### src/rtl/uart_pkg.sv
`default_nettype none
// ============================================================================
//  Module      : uart_pkg
//  Description : Shared UART constants: transmitter/receiver state encodings,
//                oversampling ratio and stop-period tick counts.
//  Revision    : 1.0  initial release
// ============================================================================
package uart_pkg;

    // FSM state encodings, shared with the receiver
    localparam logic [2:0] IDLE   = 3'd0;
    localparam logic [2:0] START  = 3'd1;
    localparam logic [2:0] DATA   = 3'd2;
    localparam logic [2:0] PARITY = 3'd3;
    localparam logic [2:0] STOP   = 3'd4;

    // Baud tick is 16x the bit rate
    localparam int OVERSAMPLE = 16;

    // Stop-period lengths in s_ticks
    localparam int SB_1   = 16;
    localparam int SB_1P5 = 24;
    localparam int SB_2   = 32;

endpackage
`default_nettype wire

### src/rtl/uart_tx_framer.sv
`default_nettype none
// ============================================================================
//  Module      : uart_tx_framer
//  Description : UART transmitter. Serialises one DBIT-wide word per request
//                into start / data (LSB first) / optional parity / stop bits,
//                timed by a 16x oversampling baud tick.
//  Revision    : 1.0  initial release
// ============================================================================
module uart_tx_framer
    import uart_pkg::*;
#(
    parameter int DBIT       = 8,
    parameter int SB_TICK    = SB_1,
    parameter int PARITY_EN  = 0,
    parameter int PARITY_ODD = 0
) (
    input  logic            clk,
    input  logic            reset,
    input  logic            s_tick,
    input  logic            tx_start,
    input  logic [DBIT-1:0] din,
    output logic            tx,
    output logic            tx_busy,
    output logic            tx_done_tick
);

    // Terminal counts, sized to the counters they are compared with
    localparam logic [4:0] BIT_LAST  = 5'(OVERSAMPLE - 1);
    localparam logic [4:0] STOP_LAST = 5'(SB_TICK - 1);
    localparam logic [2:0] N_LAST    = 3'(DBIT - 1);
    localparam logic       PAR_SEED  = (PARITY_ODD != 0);
    localparam logic       HAS_PAR   = (PARITY_EN != 0);

    logic [2:0]      state_q, state_d;
    logic [4:0]      s_q, s_d;
    logic [2:0]      n_q, n_d;
    logic [DBIT-1:0] b_q, b_d;
    logic            par_q, par_d;
    logic            tx_q, tx_d;
    logic            done;

    // State, counters, shift register and line register; reset parks the line high
    always_ff @(posedge clk or posedge reset) begin
        if (reset) begin
            state_q <= IDLE;
            s_q     <= '0;
            n_q     <= '0;
            b_q     <= '0;
            par_q   <= 1'b0;
            tx_q    <= 1'b1;
        end else begin
            state_q <= state_d;
            s_q     <= s_d;
            n_q     <= n_d;
            b_q     <= b_d;
            par_q   <= par_d;
            tx_q    <= tx_d;
        end
    end

    // Next-state, counter and done-pulse logic
    always_comb begin
        state_d = state_q;
        s_d     = s_q;
        n_d     = n_q;
        b_d     = b_q;
        par_d   = par_q;
        done    = 1'b0;
        case (state_q)
            IDLE: begin
                // Accept on this edge; the start bit is not tick-aligned
                if (tx_start) begin
                    b_d     = din;
                    par_d   = (^din) ^ PAR_SEED;
                    s_d     = '0;
                    state_d = START;
                end
            end
            START: begin
                if (s_tick) begin
                    if (s_q == BIT_LAST) begin
                        s_d     = '0;
                        n_d     = '0;
                        state_d = DATA;
                    end else begin
                        s_d = s_q + 5'd1;
                    end
                end
            end
            DATA: begin
                if (s_tick) begin
                    if (s_q == BIT_LAST) begin
                        s_d = '0;
                        b_d = b_q >> 1;
                        if (n_q == N_LAST) begin
                            state_d = HAS_PAR ? PARITY : STOP;
                        end else begin
                            n_d = n_q + 3'd1;
                        end
                    end else begin
                        s_d = s_q + 5'd1;
                    end
                end
            end
            PARITY: begin
                if (s_tick) begin
                    if (s_q == BIT_LAST) begin
                        s_d     = '0;
                        state_d = STOP;
                    end else begin
                        s_d = s_q + 5'd1;
                    end
                end
            end
            STOP: begin
                if (s_tick) begin
                    if (s_q == STOP_LAST) begin
                        state_d = IDLE;
                        done    = 1'b1;
                    end else begin
                        s_d = s_q + 5'd1;
                    end
                end
            end
            default: begin
                state_d = IDLE;
            end
        endcase
    end

    // Line value for the state being entered, so the pin comes straight off a flop
    always_comb begin
        tx_d = 1'b1;
        case (state_d)
            START:   tx_d = 1'b0;
            DATA:    tx_d = b_d[0];
            PARITY:  tx_d = par_d;
            default: tx_d = 1'b1;
        endcase
    end

    assign tx           = tx_q;
    assign tx_busy      = (state_q != IDLE);
    assign tx_done_tick = done;

endmodule
`default_nettype wire

### config.mk
export PLATFORM = sky130hd
export DESIGN_NAME = uart_tx_framer
export DESIGN_NICKNAME = d
export VERILOG_FILES = /design/src/rtl/uart_pkg.sv /design/src/rtl/uart_tx_framer.sv
export SDC_FILE = /design/constraint.sdc
export NUM_CORES = 1
export LEC_CHECK = 0
export ABC_AREA = 1
export BUFFER_PORTS_ARGS = -buffer_cell sky130_fd_sc_hd__buf_2
export CAP_MARGIN = 30
export CELL_PAD_IN_SITES_DETAIL_PLACEMENT = 1
export CELL_PAD_IN_SITES_GLOBAL_PLACEMENT = 1
export CORE_AREA = 2 2 64 66
export CTS_CLUSTER_SIZE = 10
export DETAILED_ROUTE_END_ITERATION = 12
export DIE_AREA = 0 0 66 68
export PLACE_DENSITY = 0.69
export SLEW_MARGIN = 5
export SYNTH_ARGS = -nofsm -noshare
export SYNTH_HDL_FRONTEND = slang
export SYNTH_SLANG_ARGS = --single-unit
### constraint.sdc
create_clock -name clk -period 1.7 [get_ports clk]
set_input_delay 0.255 -clock clk [delete_from_list [all_inputs] [get_ports clk]]
set_output_delay 0.255 -clock clk [all_outputs]
set_load 0.02 [all_outputs]
==> impl_metrics.py, run 1 <==
metrics = {
    "run_status": {
        "status": "finished, violations left",
        "failed_checks": "negative setup slack",
    },
    "critical_path": {
        "path_max_fanout": 2,
        "end_kind": "output pin",
        "worstSetupPathType": "reg -> out",
        "critPathRequiredTime_ps": 1440,
        "cp_data_arrival_time_ps": 1540,
        "startpoint_type": "flop",
    },
    "floorplan": {
        "row_count": 23,
        "ioPinCount": 15,
        "start_util_pct": 35.5,
        "die_h_um": 68,
        "core_area_um2": 3860,
        "die_x_um": 66,
        "dieArea_um2": 4490,
    },
    "synthesis": {
        "ys_types": 28,
        "synth_top_cell_area_share_pct": 36.6,
        "synth_top_area_cell": "dfrtp_1",
        "synth.area.top_cells": "dfrtp_1, nand2_1, inv_1, ha_1, nand3_1",
        "synthesis.nets": 204,
        "synth_seq_cells": 21,
        "ys_seq_area_share_pct": 38.5,
        "synth_warnings": 0,
        "postSynthAreaPerCell_um2": 7.36,
        "synthCells": 186,
        "netlist_area_um2": 1370,
    },
    "cells_and_area": {
        "area_growth_syn_to_layout_pct": 27.3,
        "nNetsFinal": 237,
        "layout_common_cells": "nand2_1, dfrtp_1, inv_1, buf_2, buf_4",
        "antenna_cells": 0,
        "final_common_cell": "nand2_1",
        "fin_util_pct": 45.2,
        "finalNonFillerCells": 268,
        "nFillCells": 489,
        "drive_above_1_share_pct": 31.2,
    },
    "sta": {
        "holdWs_ps": 10.4,
        "skew_ps": 2.57,
        "min_period_ps": 1790,
        "slew_headroom_pct": 79.6,
        "hold_viol_final": 0,
        "fin_ws_ps": -92.8,
        "fmax_mhz": 558,
        "maxSlewViolCount": 0,
        "tightest_slew_ps": 305,
        "rsz0062_at_grt": "true",
        "fin_crit_sh_pct": 105,
        "setup_viol": 5,
    },
    "clock_network": {
        "cts_sinks": 21,
        "clockBufferDepth": 2,
        "cts_tree": "done",
        "root_buffer": "clkbuf_8",
        "cts_buffers": 3,
        "hold_buffers": 0,
        "clk_latency_ps": 260,
        "clk_pin_slew_ps": 70,
        "htreeDepth": 1,
    },
    "placement": {
        "globalplace.congestion": 0.889,
        "place.port_buffers": 14,
        "dp_hpwl_mm": 2.84,
        "placed_cells": 258,
    },
    "power_and_ir_drop": {
        "p_total_mw": 2.21,
        "p_per_area_nw_per_um2": 1270,
        "vdd.ir_drop.worst_mv": 0.353,
        "p_leak_nw": 0.941,
    },
    "grt": {
        "grt_max_degree": 22,
        "overflow": 0,
        "grt_pass1_wl_mm": 5.75,
        "grt_pass1_vias": 1338,
        "antenna_found_initial": 0,
        "grt_use_total_pct": 16.8,
    },
    "detailed_routing": {
        "drc": 0,
        "detail_route.first_pass.iterations": 4,
        "wl_per_cell_um": 13.2,
        "drt-initial-drc-count": 28,
        "ant_nets": 0,
        "via_per_inst": 4.97,
        "vias": 1332,
        "wl_mm": 3.53,
    },
    "worst_hold_path": {
        "hold_class": "in -> async",
    },
    "flow_run": {
        "cap_viol_max_count": 0,
    },
}
==> worst paths after layout <==
kind	cells past startpoint	end	startpoint	slack [ps]
min reg2reg	2	b_q[4]	b_q[4]	490
max reg2reg	10	b_q[4]	s_q[0]	-30
min	3	s_q[1]	reset	10
max in group asynchronous	3	tx	reset	1410
min in group clk	3	b_q[2]	din[2]	250
max	8	tx_done_tick	s_q[0]	-90
==> cells by family (layout without fill, tap and decap cells) <==
group,count (synthesis),in the layout,share of synthesized area [%]
compound gates,26,26,12.8
buf+inv,31,63,8.59
simple gates,101,101,34.0
xor+xnor,1,1,0.640
flops,21,21,38.5
fa+ha+maj,6,6,5.48
==> cell type report <==
cell class,count,area (µm²),share of cell area (%)
Multi-Input combinational cell,134,788,45.2
Sequential cell,21,527,30.2
Timing Repair Buffer,29,205,11.8
Inverter,30,115,6.60
Tap cell,50,62.6,3.59
Clock buffer,4,45.0,2.58
==> per-layer routing <==
metal / global-route usage, % / up-vias / wire, µm
li1: - / 655 / -
met1: 19.1 / 645 / 1460
met2: 31.3 / 23 / 1860
met3: 2.14 / 9 / 90
met4: 7.91 / 0 / 112
met5: 0 / - / 0
==> registers in the layout (all words and copies together) (netlist names) <==
signal and flops:
b_q 8, n_q 3, s_q 5, tx 1, state_q 3, par_q 1
==> report_power, final <==
part,internal (mW),switching (mW),leakage [nW]
Clock,0.167,0.159,0.0228
Combinational,0.434,0.612,0.655
Sequential,0.702,0.133,0.263
==> cell usage after synthesis <==
| cell type | count |
|---|---|
| nand2_1 | 64 |
| inv_1 | 23 |
| dfrtp_1 | 20 |
| nand3_1 | 12 |
| nor2_1 | 12 |
| a32oi_1 | 6 |
| ha_1 | 6 |
| inv_2 | 6 |
| o21ai_1 | 6 |
| a21oi_1 | 3 |
| nor2_2 | 3 |
| nor2_4 | 3 |
| o211ai_1 | 3 |
| o21ai_0 | 3 |
| nand2_2 | 2 |
| nand2_4 | 2 |
| a211oi_1 | 1 |
| a21boi_1 | 1 |
| a21oi_2 | 1 |
| and3_1 | 1 |
| buf_2 | 1 |
| clkinv_1 | 1 |
| dfstp_2 | 1 |
| nor2_8 | 1 |
| o21a_1 | 1 |
| o21ai_2 | 1 |
| or2_1 | 1 |
| xnor2_1 | 1 |
==> critical path, stage by stage (launching register included) <==
cell     delay [ps]
dfrtp_1         370
ha_2            200
nand3_2          90
inv_2           110
ha_4            150
nand2_4          50
buf_6           120
nor2_4           80
buf_6           120
==> repair_timing <==
action | CTS | global route
resized for setup | 10 | 14
setup buffers | 1 | 5
endpoints found under the setup margin | 17 | 19
pin swaps | 2 | 4
==> stage by stage <==
step           TNS [ps]  area [µm²]  setup WS (ps)
2_1_floorplan         0        1370           45.2
3_3_place_gp       -403        1580          -65.0
3_5_place_dp      -1730        1580           -153
4_1_cts            -698        1660          -81.9
5_1_grt           -1960        1740           -177
6_report           -149        1740          -92.8
Power figures use the tool's default switching activity.
==> inputs of run 2 (changes only) <==
Settings changed: GPL_TIMING_DRIVEN from default to 0.
==> run 2 against run 1 <==
- the run still ends with negative setup slack left
- critical path type is now reg -> reg
- register-to-register slack hardly changed
- critical endpoint is now s_q[2]
- core utilization grew 0.84 points
- sequential power grew 2%
==> impl_metrics.py, run 2 (synthesis results as in run 1) <==
metrics = {
    "run_status": {
        "status": "finished, violations left",
        "failed_checks": "negative setup slack",
    },
    "critical_path": {
        "crit_top_cell": "ha_4",
        "cp_top_family": "simple AND/OR/NAND/NOR gates",
        "max_stage_delay_ps": 420,
        "worstSetupPathType": "reg -> reg",
        "end_kind": "flop",
        "path_max_fanout": 5,
        "crit_chain": "ha_4, nand3_4, inv_4, ha_4, o21ai_1, nand2_2, nor2_8, inv_2, a21oi_2, nor2_1",
        "rrSetupSlack_ps": -40,
        "crit_slowest_cell": "dfrtp_1",
        "critPathRequiredTime_ps": 1840,
        "cp_data_arrival_time_ps": 1880,
        "cp.buffers_inverters": 2,
        "startpoint_type": "flop",
    },
    "floorplan": {
        "row_count": 23,
        "start_util_pct": 35.5,
        "die_x_um": 66,
        "dieArea_um2": 4490,
        "core_area_um2": 3860,
        "ioPinCount": 15,
        "die_h_um": 68,
    },
    "sta": {
        "skew_ps": 1.13,
        "slew_headroom_pct": 46.9,
        "setup_viol": 3,
        "hold_viol_final": 0,
        "tns_ps": -88.7,
        "fin_crit_sh_pct": 102,
        "rsz0062_at_grt": "true",
        "fmax_mhz": 575,
        "min_period_ps": 1740,
        "maxSlewViolCount": 0,
        "fin_ws_ps": -37.9,
        "tightest_slew_ps": 795,
    },
    "grt": {
        "grt_pass1_vias": 1416,
        "grt_use_total_pct": 17.4,
        "grt_max_degree": 22,
        "grt_pass1_wl_mm": 6.04,
        "overflow": 0,
        "antenna_found_initial": 0,
    },
    "clock_network": {
        "cts_tree": "done",
        "hold_buffers": 0,
        "root_buffer": "clkbuf_8",
        "clockBufferDepth": 2,
        "cts_buffers": 3,
        "clk_latency_ps": 250,
        "cts_sinks": 21,
        "htreeDepth": 1,
        "clk_pin_slew_ps": 70,
    },
    "placement": {
        "place.port_buffers": 14,
        "placed_cells": 250,
        "placed_area_um2": 1500,
        "globalplace.congestion": 0.797,
        "dp_hpwl_mm": 2.59,
    },
    "detailed_routing": {
        "wl_mm": 3.60,
        "vias": 1308,
        "detail_route.first_pass.iterations": 4,
        "drc": 0,
        "via_per_inst": 4.88,
        "wl_per_cell_um": 13.4,
        "drt-initial-drc-count": 48,
        "ant_nets": 0,
    },
    "worst_hold_path": {
        "hold_class": "in -> async",
    },
    "power_and_ir_drop": {
        "p_per_area_nw_per_um2": 1320,
        "vdd.ir_drop.worst_mv": 0.350,
        "p_leak_nw": 0.952,
    },
    "cells_and_area": {
        "nNetsFinal": 237,
        "drive_above_1_share_pct": 32.6,
        "area_growth_syn_to_layout_pct": 29.7,
        "top_register": "b_q",
        "layout_top_registers": "b_q x8, s_q x5",
        "antenna_cells": 0,
        "largest_reg_flops": 8,
        "final_common_cell": "nand2_1",
        "fin_area_um2": 1780,
        "finalNonFillerCells": 268,
        "fin_util_pct": 46.0,
        "layout_common_cells": "nand2_1, dfrtp_1, inv_1, buf_2, buf_4",
    },
    "flow_run": {
        "cap_viol_max_count": 0,
    },
}
## run 2: per-stage QoR
step | power, mW | hold slack, ps | setup WS (ps)
global placement | 1.63 | 442 | -191
CTS | 2.21 | 173 | -16.7
global route | 2.54 | 189 | -122
detailed placement | 1.71 | 448 | -270
floorplan | 1.47 | 231 | 45.2
finish | 2.34 | 139 | -37.9
## run 2: repair_timing
| action | CTS | global route |
|---|---|---|
| endpoints found under the setup margin | 18 | 18 |
| pin swaps | 7 | 9 |
| gates cloned | 1 | 0 |
| gates resized for setup | 20 | 11 |
| setup buffers | 11 | 2 |
## run 2: cell type report
class                   instances  area (µm²)
multi-input cells             135         840
clock buffers                   4        45.0
flip-flops and latches         21         527
repair buffers                 27         174
well taps                      50        62.6
fillers                       496        2080
inverters                      30         123
plain buffers                   1        5.00
## run 2: routing by layer
layer | up-vias | share of wire [%] | GRT usage, %
met5 | - | 0 | 0
met4 | 0 | 1.8 | 6.89
met3 | 6 | 2.4 | 2.14
met2 | 22 | 54 | 33.1
met1 | 625 | 42 | 19.9
li1 | 655 | - | -
## run 2: power breakdown
group / internal (mW) / leakage (nW) / switching [mW]
Sequential: 0.702 / 0.263 / 0.151
Clock: 0.167 / 0.0228 / 0.153
Combinational: 0.488 / 0.665 / 0.674
Total: 1.36 / 0.952 / 0.978
## run 2: final timing paths
path                              from  cells past startpoint          to
min in group clk                din[3]                      3      b_q[3]
worst min register to register  n_q[1]                      2      n_q[1]
max in group asynchronous        reset                      2  state_q[2]
worst min-delay path             reset                      2      s_q[0]
worst max-delay path            s_q[0]                     10      s_q[2]
worst max register to register  s_q[0]                     10      s_q[2]
